===== config.mk =====
export PLATFORM = sky130hd
export DESIGN_NAME = layer_cfg_sequencer
export DESIGN_NICKNAME = d
export VERILOG_FILES = /design/src/rtl/layer_cfg_sequencer.sv
export SDC_FILE = /design/constraint.sdc
export NUM_CORES = 1
export LEC_CHECK = 0
export BUFFER_PORTS_ARGS = -buffer_cell sky130_fd_sc_hd__buf_4
export CAP_MARGIN = 15
export CORE_MARGIN = 2
export CORE_UTILIZATION = 48
export DETAILED_ROUTE_END_ITERATION = 10
export PLACE_DENSITY = 0.66
export SYNTH_ARGS = -nofsm -noshare
export SYNTH_HDL_FRONTEND = slang
export SYNTH_SLANG_ARGS = --single-unit

===== constraint.sdc =====
create_clock -name clk -period 22.8 [get_ports clk]
set_clock_uncertainty 0.05 [all_clocks]
set_input_delay 1.14 -clock clk [delete_from_list [all_inputs] [get_ports clk]]
set_output_delay 1.14 -clock clk [all_outputs]
set_load 0.05 [all_outputs]

===== src/rtl/layer_cfg_sequencer.sv =====
`default_nettype none
// ============================================================================
// Module      : layer_cfg_sequencer
// Description : Holds a software-written table of per-layer convolution
//               configurations. Each entry has image dims, kernel, channels,
//               mode and SRAM bases. On run_start the block walks layers
//               0..run_last. For each layer it validates the entry against
//               the synthesized hardware limits, derives the output
//               dimensions and presents that one layer to the conv datapath
//               with a valid/ready handshake. It steps to the next layer
//               when the datapath signals layer_done.
// Ports       :
//   clk, rst                  clock, asynchronous active-high reset
//   cfg_wr_en/addr/wr_data    host table write; addr = {layer, field}
//   cfg_wr_err                1-cycle pulse, write rejected
//   run_start, run_last       start a run over layers 0..run_last
//   layer_valid/ready         active-layer handshake to the datapath
//   layer_done                datapath finished the active layer
//   act_*                     active layer config and derived OUT_W/OUT_H
//   busy, run_done            sequencer not idle / run-complete pulse
//   err, err_code             sticky validation error and its cause
//   cfg_rd_en, cfg_rd_data    table readback (only with CFG_READBACK_EN)
// Options     : define CFG_READBACK_EN to add the table readback port
// Revision    : 1.0 - initial release
// ============================================================================
module layer_cfg_sequencer #(
    parameter int NUM_LAYERS  = 4,
    parameter int DIM_W       = 11,
    parameter int MAX_K_R     = 7,
    parameter int MAX_LINE_W  = 1920,
    parameter int MAX_CH      = 16,
    parameter int SRAM_ADDR_W = 12,
    parameter int LIDX_W      = (NUM_LAYERS > 1) ? $clog2(NUM_LAYERS) : 1
) (
    input  logic                   clk,
    input  logic                   rst,
    input  logic                   cfg_wr_en,
    input  logic [LIDX_W+2:0]      cfg_addr,
    input  logic [31:0]            cfg_wr_data,
    output logic                   cfg_wr_err,
    input  logic                   run_start,
    input  logic [LIDX_W-1:0]      run_last,
    output logic                   layer_valid,
    input  logic                   layer_ready,
    input  logic                   layer_done,
    output logic [LIDX_W-1:0]      act_layer,
    output logic [DIM_W-1:0]       act_img_w,
    output logic [DIM_W-1:0]       act_img_h,
    output logic [2:0]             act_k_r,
    output logic [2:0]             act_k_s,
    output logic [4:0]             act_k_ch,
    output logic                   act_mode,
    output logic [DIM_W-1:0]       act_out_w,
    output logic [DIM_W-1:0]       act_out_h,
    output logic [SRAM_ADDR_W-1:0] act_ifm,
    output logic [SRAM_ADDR_W-1:0] act_ofm,
    output logic                   busy,
    output logic                   run_done,
    output logic                   err,
    output logic [2:0]             err_code
`ifdef CFG_READBACK_EN
    ,
    input  logic                   cfg_rd_en,
    output logic [31:0]            cfg_rd_data
`endif
);

    // ------------------------------------------------------------------
    // Constants
    // ------------------------------------------------------------------
    localparam logic [2:0] S_IDLE  = 3'd0;
    localparam logic [2:0] S_CHECK = 3'd1;
    localparam logic [2:0] S_ISSUE = 3'd2;
    localparam logic [2:0] S_BUSY  = 3'd3;
    localparam logic [2:0] S_DONE  = 3'd4;
    localparam logic [2:0] S_ERR   = 3'd5;

    localparam logic [2:0] F_IMG_W    = 3'd0;
    localparam logic [2:0] F_IMG_H    = 3'd1;
    localparam logic [2:0] F_K_R      = 3'd2;
    localparam logic [2:0] F_K_S      = 3'd3;
    localparam logic [2:0] F_K_CH     = 3'd4;
    localparam logic [2:0] F_MODE     = 3'd5;
    localparam logic [2:0] F_IFM_BASE = 3'd6;
    localparam logic [2:0] F_OFM_BASE = 3'd7;

    // ------------------------------------------------------------------
    // Configuration table
    // ------------------------------------------------------------------
    logic [DIM_W-1:0]       tab_img_w_q [NUM_LAYERS];
    logic [DIM_W-1:0]       tab_img_w_d [NUM_LAYERS];
    logic [DIM_W-1:0]       tab_img_h_q [NUM_LAYERS];
    logic [DIM_W-1:0]       tab_img_h_d [NUM_LAYERS];
    logic [2:0]             tab_k_r_q   [NUM_LAYERS];
    logic [2:0]             tab_k_r_d   [NUM_LAYERS];
    logic [2:0]             tab_k_s_q   [NUM_LAYERS];
    logic [2:0]             tab_k_s_d   [NUM_LAYERS];
    logic [4:0]             tab_k_ch_q  [NUM_LAYERS];
    logic [4:0]             tab_k_ch_d  [NUM_LAYERS];
    logic                   tab_mode_q  [NUM_LAYERS];
    logic                   tab_mode_d  [NUM_LAYERS];
    logic [SRAM_ADDR_W-1:0] tab_ifm_q   [NUM_LAYERS];
    logic [SRAM_ADDR_W-1:0] tab_ifm_d   [NUM_LAYERS];
    logic [SRAM_ADDR_W-1:0] tab_ofm_q   [NUM_LAYERS];
    logic [SRAM_ADDR_W-1:0] tab_ofm_d   [NUM_LAYERS];

    // ------------------------------------------------------------------
    // Sequencer and active-layer state
    // ------------------------------------------------------------------
    logic [2:0]             state_q,      state_d;
    logic [LIDX_W-1:0]      idx_q,        idx_d;
    logic [LIDX_W-1:0]      last_q,       last_d;
    logic                   err_q,        err_d;
    logic [2:0]             err_code_q,   err_code_d;
    logic                   cfg_wr_err_q, cfg_wr_err_d;
    logic [LIDX_W-1:0]      act_layer_q,  act_layer_d;
    logic [DIM_W-1:0]       act_img_w_q,  act_img_w_d;
    logic [DIM_W-1:0]       act_img_h_q,  act_img_h_d;
    logic [2:0]             act_k_r_q,    act_k_r_d;
    logic [2:0]             act_k_s_q,    act_k_s_d;
    logic [4:0]             act_k_ch_q,   act_k_ch_d;
    logic                   act_mode_q,   act_mode_d;
    logic [DIM_W-1:0]       act_out_w_q,  act_out_w_d;
    logic [DIM_W-1:0]       act_out_h_q,  act_out_h_d;
    logic [SRAM_ADDR_W-1:0] act_ifm_q,    act_ifm_d;
    logic [SRAM_ADDR_W-1:0] act_ofm_q,    act_ofm_d;

    // ------------------------------------------------------------------
    // Combinational helpers
    // ------------------------------------------------------------------
    logic [LIDX_W-1:0]      w_addr_layer;
    logic [2:0]             w_addr_field;
    logic                   w_layer_ok;
    logic                   w_over;
    logic                   w_wr_accept;
    logic [LIDX_W-1:0]      w_run_last;
    logic [DIM_W-1:0]       w_cur_img_w;
    logic [DIM_W-1:0]       w_cur_img_h;
    logic [2:0]             w_cur_k_r;
    logic [2:0]             w_cur_k_s;
    logic [4:0]             w_cur_k_ch;
    logic                   w_k_big;
    logic                   w_w_big;
    logic                   w_ch_big;
    logic                   w_k_bad;
    logic                   w_fit_bad;
    logic                   w_ch_bad;
    logic [2:0]             w_code;

    assign w_addr_layer = cfg_addr[LIDX_W+2:3];
    assign w_addr_field = cfg_addr[2:0];

    // When the table size is a power of two every layer address is valid and
    // every run_last value is in range, so the range checks vanish.
    generate
        if ((1 << LIDX_W) == NUM_LAYERS) begin : g_lidx_full
            assign w_layer_ok = 1'b1;
            assign w_run_last = run_last;
        end else begin : g_lidx_partial
            assign w_layer_ok = (w_addr_layer < LIDX_W'(NUM_LAYERS));
            assign w_run_last = (run_last < LIDX_W'(NUM_LAYERS)) ? run_last
                                                                 : LIDX_W'(NUM_LAYERS - 1);
        end
    endgenerate

    // A value with any bit set above its field width is rejected outright
    // instead of being silently truncated into the table.
    always_comb begin
        w_over = 1'b0;
        case (w_addr_field)
            F_IMG_W, F_IMG_H:       w_over = |(cfg_wr_data >> DIM_W);
            F_K_R, F_K_S:           w_over = |(cfg_wr_data >> 3);
            F_K_CH:                 w_over = |(cfg_wr_data >> 5);
            F_MODE:                 w_over = |(cfg_wr_data >> 1);
            F_IFM_BASE, F_OFM_BASE: w_over = |(cfg_wr_data >> SRAM_ADDR_W);
            default:                w_over = 1'b0;
        endcase
    end

    assign w_wr_accept  = cfg_wr_en && (state_q == S_IDLE) && !w_over && w_layer_ok;
    assign cfg_wr_err_d = cfg_wr_en && ((state_q != S_IDLE) || w_over);

    always_comb begin
        tab_img_w_d = tab_img_w_q;
        tab_img_h_d = tab_img_h_q;
        tab_k_r_d   = tab_k_r_q;
        tab_k_s_d   = tab_k_s_q;
        tab_k_ch_d  = tab_k_ch_q;
        tab_mode_d  = tab_mode_q;
        tab_ifm_d   = tab_ifm_q;
        tab_ofm_d   = tab_ofm_q;
        if (w_wr_accept) begin
            case (w_addr_field)
                F_IMG_W:    tab_img_w_d[w_addr_layer] = cfg_wr_data[DIM_W-1:0];
                F_IMG_H:    tab_img_h_d[w_addr_layer] = cfg_wr_data[DIM_W-1:0];
                F_K_R:      tab_k_r_d[w_addr_layer]   = cfg_wr_data[2:0];
                F_K_S:      tab_k_s_d[w_addr_layer]   = cfg_wr_data[2:0];
                F_K_CH:     tab_k_ch_d[w_addr_layer]  = cfg_wr_data[4:0];
                F_MODE:     tab_mode_d[w_addr_layer]  = cfg_wr_data[0];
                F_IFM_BASE: tab_ifm_d[w_addr_layer]   = cfg_wr_data[SRAM_ADDR_W-1:0];
                default:    tab_ofm_d[w_addr_layer]   = cfg_wr_data[SRAM_ADDR_W-1:0];
            endcase
        end
    end

    // ------------------------------------------------------------------
    // Validation of the entry addressed by idx_q (idx_q is always in range)
    // ------------------------------------------------------------------
    assign w_cur_img_w = tab_img_w_q[idx_q];
    assign w_cur_img_h = tab_img_h_q[idx_q];
    assign w_cur_k_r   = tab_k_r_q[idx_q];
    assign w_cur_k_s   = tab_k_s_q[idx_q];
    assign w_cur_k_ch  = tab_k_ch_q[idx_q];

    // Limits that a field's width can never exceed need no comparator.
    generate
        if (MAX_K_R >= 7) begin : g_k_unbounded
            assign w_k_big = 1'b0;
        end else begin : g_k_bounded
            assign w_k_big = (w_cur_k_r > 3'(MAX_K_R)) || (w_cur_k_s > 3'(MAX_K_R));
        end
        if (MAX_LINE_W >= (1 << DIM_W) - 1) begin : g_w_unbounded
            assign w_w_big = 1'b0;
        end else begin : g_w_bounded
            assign w_w_big = (w_cur_img_w > DIM_W'(MAX_LINE_W));
        end
        if (MAX_CH >= 31) begin : g_ch_unbounded
            assign w_ch_big = 1'b0;
        end else begin : g_ch_bounded
            assign w_ch_big = (w_cur_k_ch > 5'(MAX_CH));
        end
    endgenerate

    assign w_k_bad   = (w_cur_k_r == 3'd0) || (w_cur_k_s == 3'd0) || w_k_big;
    assign w_fit_bad = (DIM_W'(w_cur_k_s) > w_cur_img_w) || (DIM_W'(w_cur_k_r) > w_cur_img_h);
    assign w_ch_bad  = (w_cur_k_ch == 5'd0) || w_ch_big;

    // Priority order: the lowest-numbered failing rule is reported.
    always_comb begin
        if (w_k_bad) begin
            w_code = 3'd1;
        end else if (w_w_big) begin
            w_code = 3'd2;
        end else if (w_fit_bad) begin
            w_code = 3'd3;
        end else if (w_ch_bad) begin
            w_code = 3'd4;
        end else begin
            w_code = 3'd0;
        end
    end

    // ------------------------------------------------------------------
    // Sequencer next-state
    // ------------------------------------------------------------------
    always_comb begin
        state_d     = state_q;
        idx_d       = idx_q;
        last_d      = last_q;
        err_d       = err_q;
        err_code_d  = err_code_q;
        act_layer_d = act_layer_q;
        act_img_w_d = act_img_w_q;
        act_img_h_d = act_img_h_q;
        act_k_r_d   = act_k_r_q;
        act_k_s_d   = act_k_s_q;
        act_k_ch_d  = act_k_ch_q;
        act_mode_d  = act_mode_q;
        act_out_w_d = act_out_w_q;
        act_out_h_d = act_out_h_q;
        act_ifm_d   = act_ifm_q;
        act_ofm_d   = act_ofm_q;
        case (state_q)
            S_IDLE: begin
                if (run_start) begin
                    state_d    = S_CHECK;
                    idx_d      = '0;
                    last_d     = w_run_last;
                    err_d      = 1'b0;
                    err_code_d = 3'd0;
                end
            end
            S_CHECK: begin
                // The active registers are a snapshot; later table writes
                // cannot reach the datapath until the next CHECK.
                act_layer_d = idx_q;
                act_img_w_d = w_cur_img_w;
                act_img_h_d = w_cur_img_h;
                act_k_r_d   = w_cur_k_r;
                act_k_s_d   = w_cur_k_s;
                act_k_ch_d  = w_cur_k_ch;
                act_mode_d  = tab_mode_q[idx_q];
                act_ifm_d   = tab_ifm_q[idx_q];
                act_ofm_d   = tab_ofm_q[idx_q];
                act_out_w_d = w_cur_img_w - DIM_W'(w_cur_k_s) + DIM_W'(1);
                act_out_h_d = w_cur_img_h - DIM_W'(w_cur_k_r) + DIM_W'(1);
                if (w_code != 3'd0) begin
                    state_d    = S_ERR;
                    err_d      = 1'b1;
                    err_code_d = w_code;
                end else begin
                    state_d = S_ISSUE;
                end
            end
            S_ISSUE: begin
                if (layer_ready) begin
                    state_d = S_BUSY;
                end
            end
            S_BUSY: begin
                if (layer_done) begin
                    if (idx_q == last_q) begin
                        state_d = S_DONE;
                    end else begin
                        idx_d   = idx_q + LIDX_W'(1);
                        state_d = S_CHECK;
                    end
                end
            end
            S_DONE:  state_d = S_IDLE;
            S_ERR:   state_d = S_IDLE;
            default: state_d = S_IDLE;
        endcase
    end

    // ------------------------------------------------------------------
    // Registers
    // ------------------------------------------------------------------
    always_ff @(posedge clk or posedge rst) begin
        if (rst) begin
            for (int i = 0; i < NUM_LAYERS; i++) begin
                tab_img_w_q[i] <= DIM_W'(28);
                tab_img_h_q[i] <= DIM_W'(28);
                tab_k_r_q[i]   <= 3'd5;
                tab_k_s_q[i]   <= 3'd5;
                tab_k_ch_q[i]  <= 5'd6;
                tab_mode_q[i]  <= 1'b0;
                tab_ifm_q[i]   <= '0;
                tab_ofm_q[i]   <= '0;
            end
            state_q      <= S_IDLE;
            idx_q        <= '0;
            last_q       <= '0;
            err_q        <= 1'b0;
            err_code_q   <= 3'd0;
            cfg_wr_err_q <= 1'b0;
            act_layer_q  <= '0;
            act_img_w_q  <= '0;
            act_img_h_q  <= '0;
            act_k_r_q    <= 3'd0;
            act_k_s_q    <= 3'd0;
            act_k_ch_q   <= 5'd0;
            act_mode_q   <= 1'b0;
            act_out_w_q  <= '0;
            act_out_h_q  <= '0;
            act_ifm_q    <= '0;
            act_ofm_q    <= '0;
        end else begin
            tab_img_w_q  <= tab_img_w_d;
            tab_img_h_q  <= tab_img_h_d;
            tab_k_r_q    <= tab_k_r_d;
            tab_k_s_q    <= tab_k_s_d;
            tab_k_ch_q   <= tab_k_ch_d;
            tab_mode_q   <= tab_mode_d;
            tab_ifm_q    <= tab_ifm_d;
            tab_ofm_q    <= tab_ofm_d;
            state_q      <= state_d;
            idx_q        <= idx_d;
            last_q       <= last_d;
            err_q        <= err_d;
            err_code_q   <= err_code_d;
            cfg_wr_err_q <= cfg_wr_err_d;
            act_layer_q  <= act_layer_d;
            act_img_w_q  <= act_img_w_d;
            act_img_h_q  <= act_img_h_d;
            act_k_r_q    <= act_k_r_d;
            act_k_s_q    <= act_k_s_d;
            act_k_ch_q   <= act_k_ch_d;
            act_mode_q   <= act_mode_d;
            act_out_w_q  <= act_out_w_d;
            act_out_h_q  <= act_out_h_d;
            act_ifm_q    <= act_ifm_d;
            act_ofm_q    <= act_ofm_d;
        end
    end

    // ------------------------------------------------------------------
    // Outputs
    // ------------------------------------------------------------------
    assign cfg_wr_err  = cfg_wr_err_q;
    assign layer_valid = (state_q == S_ISSUE);
    assign busy        = (state_q != S_IDLE);
    assign run_done    = (state_q == S_DONE);
    assign err         = err_q;
    assign err_code    = err_code_q;
    assign act_layer   = act_layer_q;
    assign act_img_w   = act_img_w_q;
    assign act_img_h   = act_img_h_q;
    assign act_k_r     = act_k_r_q;
    assign act_k_s     = act_k_s_q;
    assign act_k_ch    = act_k_ch_q;
    assign act_mode    = act_mode_q;
    assign act_out_w   = act_out_w_q;
    assign act_out_h   = act_out_h_q;
    assign act_ifm     = act_ifm_q;
    assign act_ofm     = act_ofm_q;

`ifdef CFG_READBACK_EN
    // Readback samples the table before any same-cycle write lands, so a
    // simultaneous read and write of one address returns the old value.
    logic [31:0] rd_data_q, rd_data_d, w_rd_word;

    always_comb begin
        w_rd_word = '0;
        if (w_layer_ok) begin
            case (w_addr_field)
                F_IMG_W:    w_rd_word = 32'(tab_img_w_q[w_addr_layer]);
                F_IMG_H:    w_rd_word = 32'(tab_img_h_q[w_addr_layer]);
                F_K_R:      w_rd_word = 32'(tab_k_r_q[w_addr_layer]);
                F_K_S:      w_rd_word = 32'(tab_k_s_q[w_addr_layer]);
                F_K_CH:     w_rd_word = 32'(tab_k_ch_q[w_addr_layer]);
                F_MODE:     w_rd_word = 32'(tab_mode_q[w_addr_layer]);
                F_IFM_BASE: w_rd_word = 32'(tab_ifm_q[w_addr_layer]);
                default:    w_rd_word = 32'(tab_ofm_q[w_addr_layer]);
            endcase
        end
        rd_data_d = cfg_rd_en ? w_rd_word : rd_data_q;
    end

    always_ff @(posedge clk or posedge rst) begin
        if (rst) begin
            rd_data_q <= '0;
        end else begin
            rd_data_q <= rd_data_d;
        end
    end

    assign cfg_rd_data = rd_data_q;
`endif

endmodule

`default_nettype wire


==> results.toml <==
[detailed_routing]
initialDrtViolationCount = 604
routedLengthMet1_um = 16600
detail_route.first_pass.iterations = 5
detail-route-antenna-nets = 0
vias = 9791
met2WireLength_um = 16700
detail_route.wl_per_cell_um = 20.6
wl_met3_um = 1450
route.top_layer_used = "met4"
wl_um = 35700
drt-vias-per-instance = 5.65
drc_errors = 0

[finish]
layout-area-overhead-vs-synth_pct = 16.6
num-nets-final = 1397
antenna_cells = 0
final_core_utilization_pct = 56.8
final_layout_size_suffix_gt1_share_pct = 42.1
finish.cell_count_without_fillers = 1733

[logic_synthesis]
synth_area_sq_um = 15400
synth_sequential_area_ratio_pct = 53.4
netlist-cell-type-count = 56
post_synth_inst_count = 1194
async_flop_share_pct = 100
flip_flop_and_latch_count_after_synthesis = 326
most_area_consuming_cells_after_synthesis = "dfrtp_1, mux2_2, dfstp_2"
postSynthNetCount = 1287
synth_top_cell_area_share_pct = 45.2
synthFlopType = "dfrtp_1"
mean_post_synth_cell_area_sq_um = 12.9
yosysWarnings = 0
synth_edf_count = 0
yosys.area.top_type = "dfrtp_1"

[grt]
grt_start_max_net_pins = 184
antenna_violations_before_repair = 0
overflow_left_after_global_routing = 0
grt_pass1_wl_um = 57800
via_count_of_the_first_global_routing_pass = 10101
grt.total_usage_pct = 22.1

[power]
report.power.total_mw = 1.33
leakage_nw = 8.60
powerDensity_nw_per_um2 = 74.1
vdd_drop_max_uv = 56.6

[sta]
max_freq_mhz = 239
pins_over_their_slew_limit = 0
grt_setup_unrepaired = "no"
final-setup-viol-count = 0
worst_slew_pin_slew_ns = 1.10
min_period_over_period_pct = 18.4
total_neg_setup_slack_ns = 0
relSlewSlack_pct = 26.0
final.setup.worst_slack_ns = 18.61
hold_violations = 0
final.min_clock_period_ns = 4.19

[critical_path]
slowest_delay_ns = 0.81
path_buf_inv = 1
worst_path_dominant_cell_family = "buffers and inverters"
setup.worst_path.start_class = "flip-flop"
critPathSlowestCell = "buf_4"
critPathArrivalTime_ns = 4.57
cp_max_fo = 45
reg2regPathDepth = 10
r2r-end = "act_out_h[10]"
cp_num_cells = 10
critical_path.reg2reg.startpoint = "idx_q[0]"
timing.critical_path.to = "act_out_h[10]"
required_time_of_the_critical_path_ns = 23.18
crit_chain = "buf_4 > mux4_2 > ha_1 > ha_1 > a21o_1 > a21oi_1 > o21ai_0 > and4_1 > or4_1 > a31oi_1"
crit_start = "idx_q[0]"
setup_slack_on_the_worst_flop_to_flop_path_ns = 18.61
cpMostUsedCell = "ha_1"
timing.critical_path.to_type = "flip-flop"
worst_setup_path_type = "reg -> reg"

[floorplanning]
die_x_extent_um = 183
fp.dieArea_sq_um = 33500
pin_count = 135
die_h_um = 183
placement_rows = 65
starting_density_of_the_core_pct = 48.8
core_region_area_sq_um = 31600

[clocking]
cts-root-buf = "clkbuf_16"
cts_tree = "built"
clock_latency_ns = 0.52
cts_sinks = 326
cts_resized = 0
htree_levels = 2
postCtsSetupBuffers = 0
cts_max_path_buffers = 3
path_clk_slew_ns = 0.06
postCtsHoldBufs = 0
cts_buffers = 35

[placed_design]
gp_congestion = 0.820
port-buffer-count = 134
place_ws_ns = 18.53
place_inst = 1668
dp.final_hpwl_um = 23400

[flow_run]
max_cap_violations = 0

[status]
outcome = "finished, final reports clean"

[worst_hold_path]
hold_path.class = "reg -> reg"
min_path_cells = 2
-- report_power, final --
group / total (mW) / internal, mW / switching (mW)
Sequential: 0.599 / 0.588 / 0.0107
Combinational: 0.158 / 0.0343 / 0.124
Clock: 0.573 / 0.341 / 0.232
-- worst register-to-register path: stages (launching register included) --
cell	delay, ns
dfrtp_4	0.65
buf_4	0.82
mux4_2	0.69
ha_1	0.25
ha_1	0.21
a21o_1	0.18
a21oi_1	0.26
o21ai_0	0.16
and4_1	0.21
or4_1	0.47
a31oi_1	0.17
-- through the flow --
step,hold WS (ns),cell area (sq um)
final,0.427,17900
after global routing,0.448,17900
after CTS,0.431,17900
after detailed placement,0.415,16800
after global placement,0.412,16800
after floorplan,0.421,15400
-- sequential cells by signal, summed over array words and instances, names as in the netlist, 4 cells and up --
| name | flops |
|---|---|
| tab_ifm_q | 48 |
| tab_ofm_q | 48 |
| tab_img_h_q | 44 |
| tab_img_w_q | 44 |
| tab_k_ch_q | 20 |
| act_ifm | 12 |
| act_ofm | 12 |
| tab_k_r_q | 12 |
| tab_k_s_q | 12 |
| act_img_h | 11 |
| act_img_w | 11 |
| act_out_h | 11 |
| act_out_w | 11 |
| act_k_ch | 5 |
| tab_mode_q | 4 |
-- area by class of cell --
class	instances	area, sq um
fillers	2589	13600
flip-flops and latches	326	8220
multi-input cells	752	6750
repair buffers	148	1120
clock buffers	51	1040
well taps	402	503
inverters	41	161
clock inverters	13	139
-- cell usage in the layout (no fill, tap or decap), types with 8 or more instances in the layout --
cell	count
nor2_1	14
nor3_1	18
xnor2_1	13
clkbuf_8	8
nand3_1	8
a21oi_1	17
nor4_1	13
nand2_1	183
a31oi_1	8
dfrtp_1	276
mux2_2	235
o21ai_0	47
mux4_2	52
nor2b_1	8
dfstp_2	48
nand4_1	9
clkbuf_16	36
ha_1	46
buf_4	146
inv_1	40
-- per-layer routing --
layer | global-route usage, % | vias up
met1 | 31.8 | 5036
met2 | 35.6 | 239
li1 | - | 4461
met4 | 5.82 | 0
met3 | 2.96 | 55
met5 | 0 | -
-- synthesized netlist by cell type, types with 4 or more instances --
library cell and number:
nand2_1 184, nand4_1 9, mux4_2 52, nor3_1 18, ha_1 46, nor2_1 14, o21bai_1 7, a21oi_1 17
or3_1 7, buf_1 12, clkbuf_1 43, mux4_1 6, dfstp_2 48, dfrtp_1 278, nand3_1 8, nand2b_1 6
mux2_2 235, inv_1 41, buf_2 18, o31ai_1 4, a31oi_1 8, nor4_1 18, xnor2_1 13, o21ai_0 47
nor2b_1 8
-- worst min-delay path by stage --
stage,start,endpoint,slack [ns]
after floorplan,tab_img_h_q[43],tab_img_h_q[43],0.42
after global placement,act_out_w[0],act_out_w[0],0.41
after detailed placement,act_ifm[8],act_ifm[8],0.41
after CTS,act_out_h[0],act_out_h[0],0.43
after global routing,act_k_s[1],act_k_s[1],0.45
final,act_out_h[0],act_out_h[0],0.43
-- logic make-up after synthesis --
family | after synthesis | share of synthesized area (%)
AOI/OAI and AO/OA | 98 | 3.82
and+or+nand+nor | 295 | 8.85
adders and majority gates | 48 | 4.00
buffers and inverters | 116 | 3.05
xor gates and xnor gates | 15 | 0.854
muxes | 296 | 26.0
DFF | 326 | 53.4
Note: power is estimated with default switching activity, not from simulation.
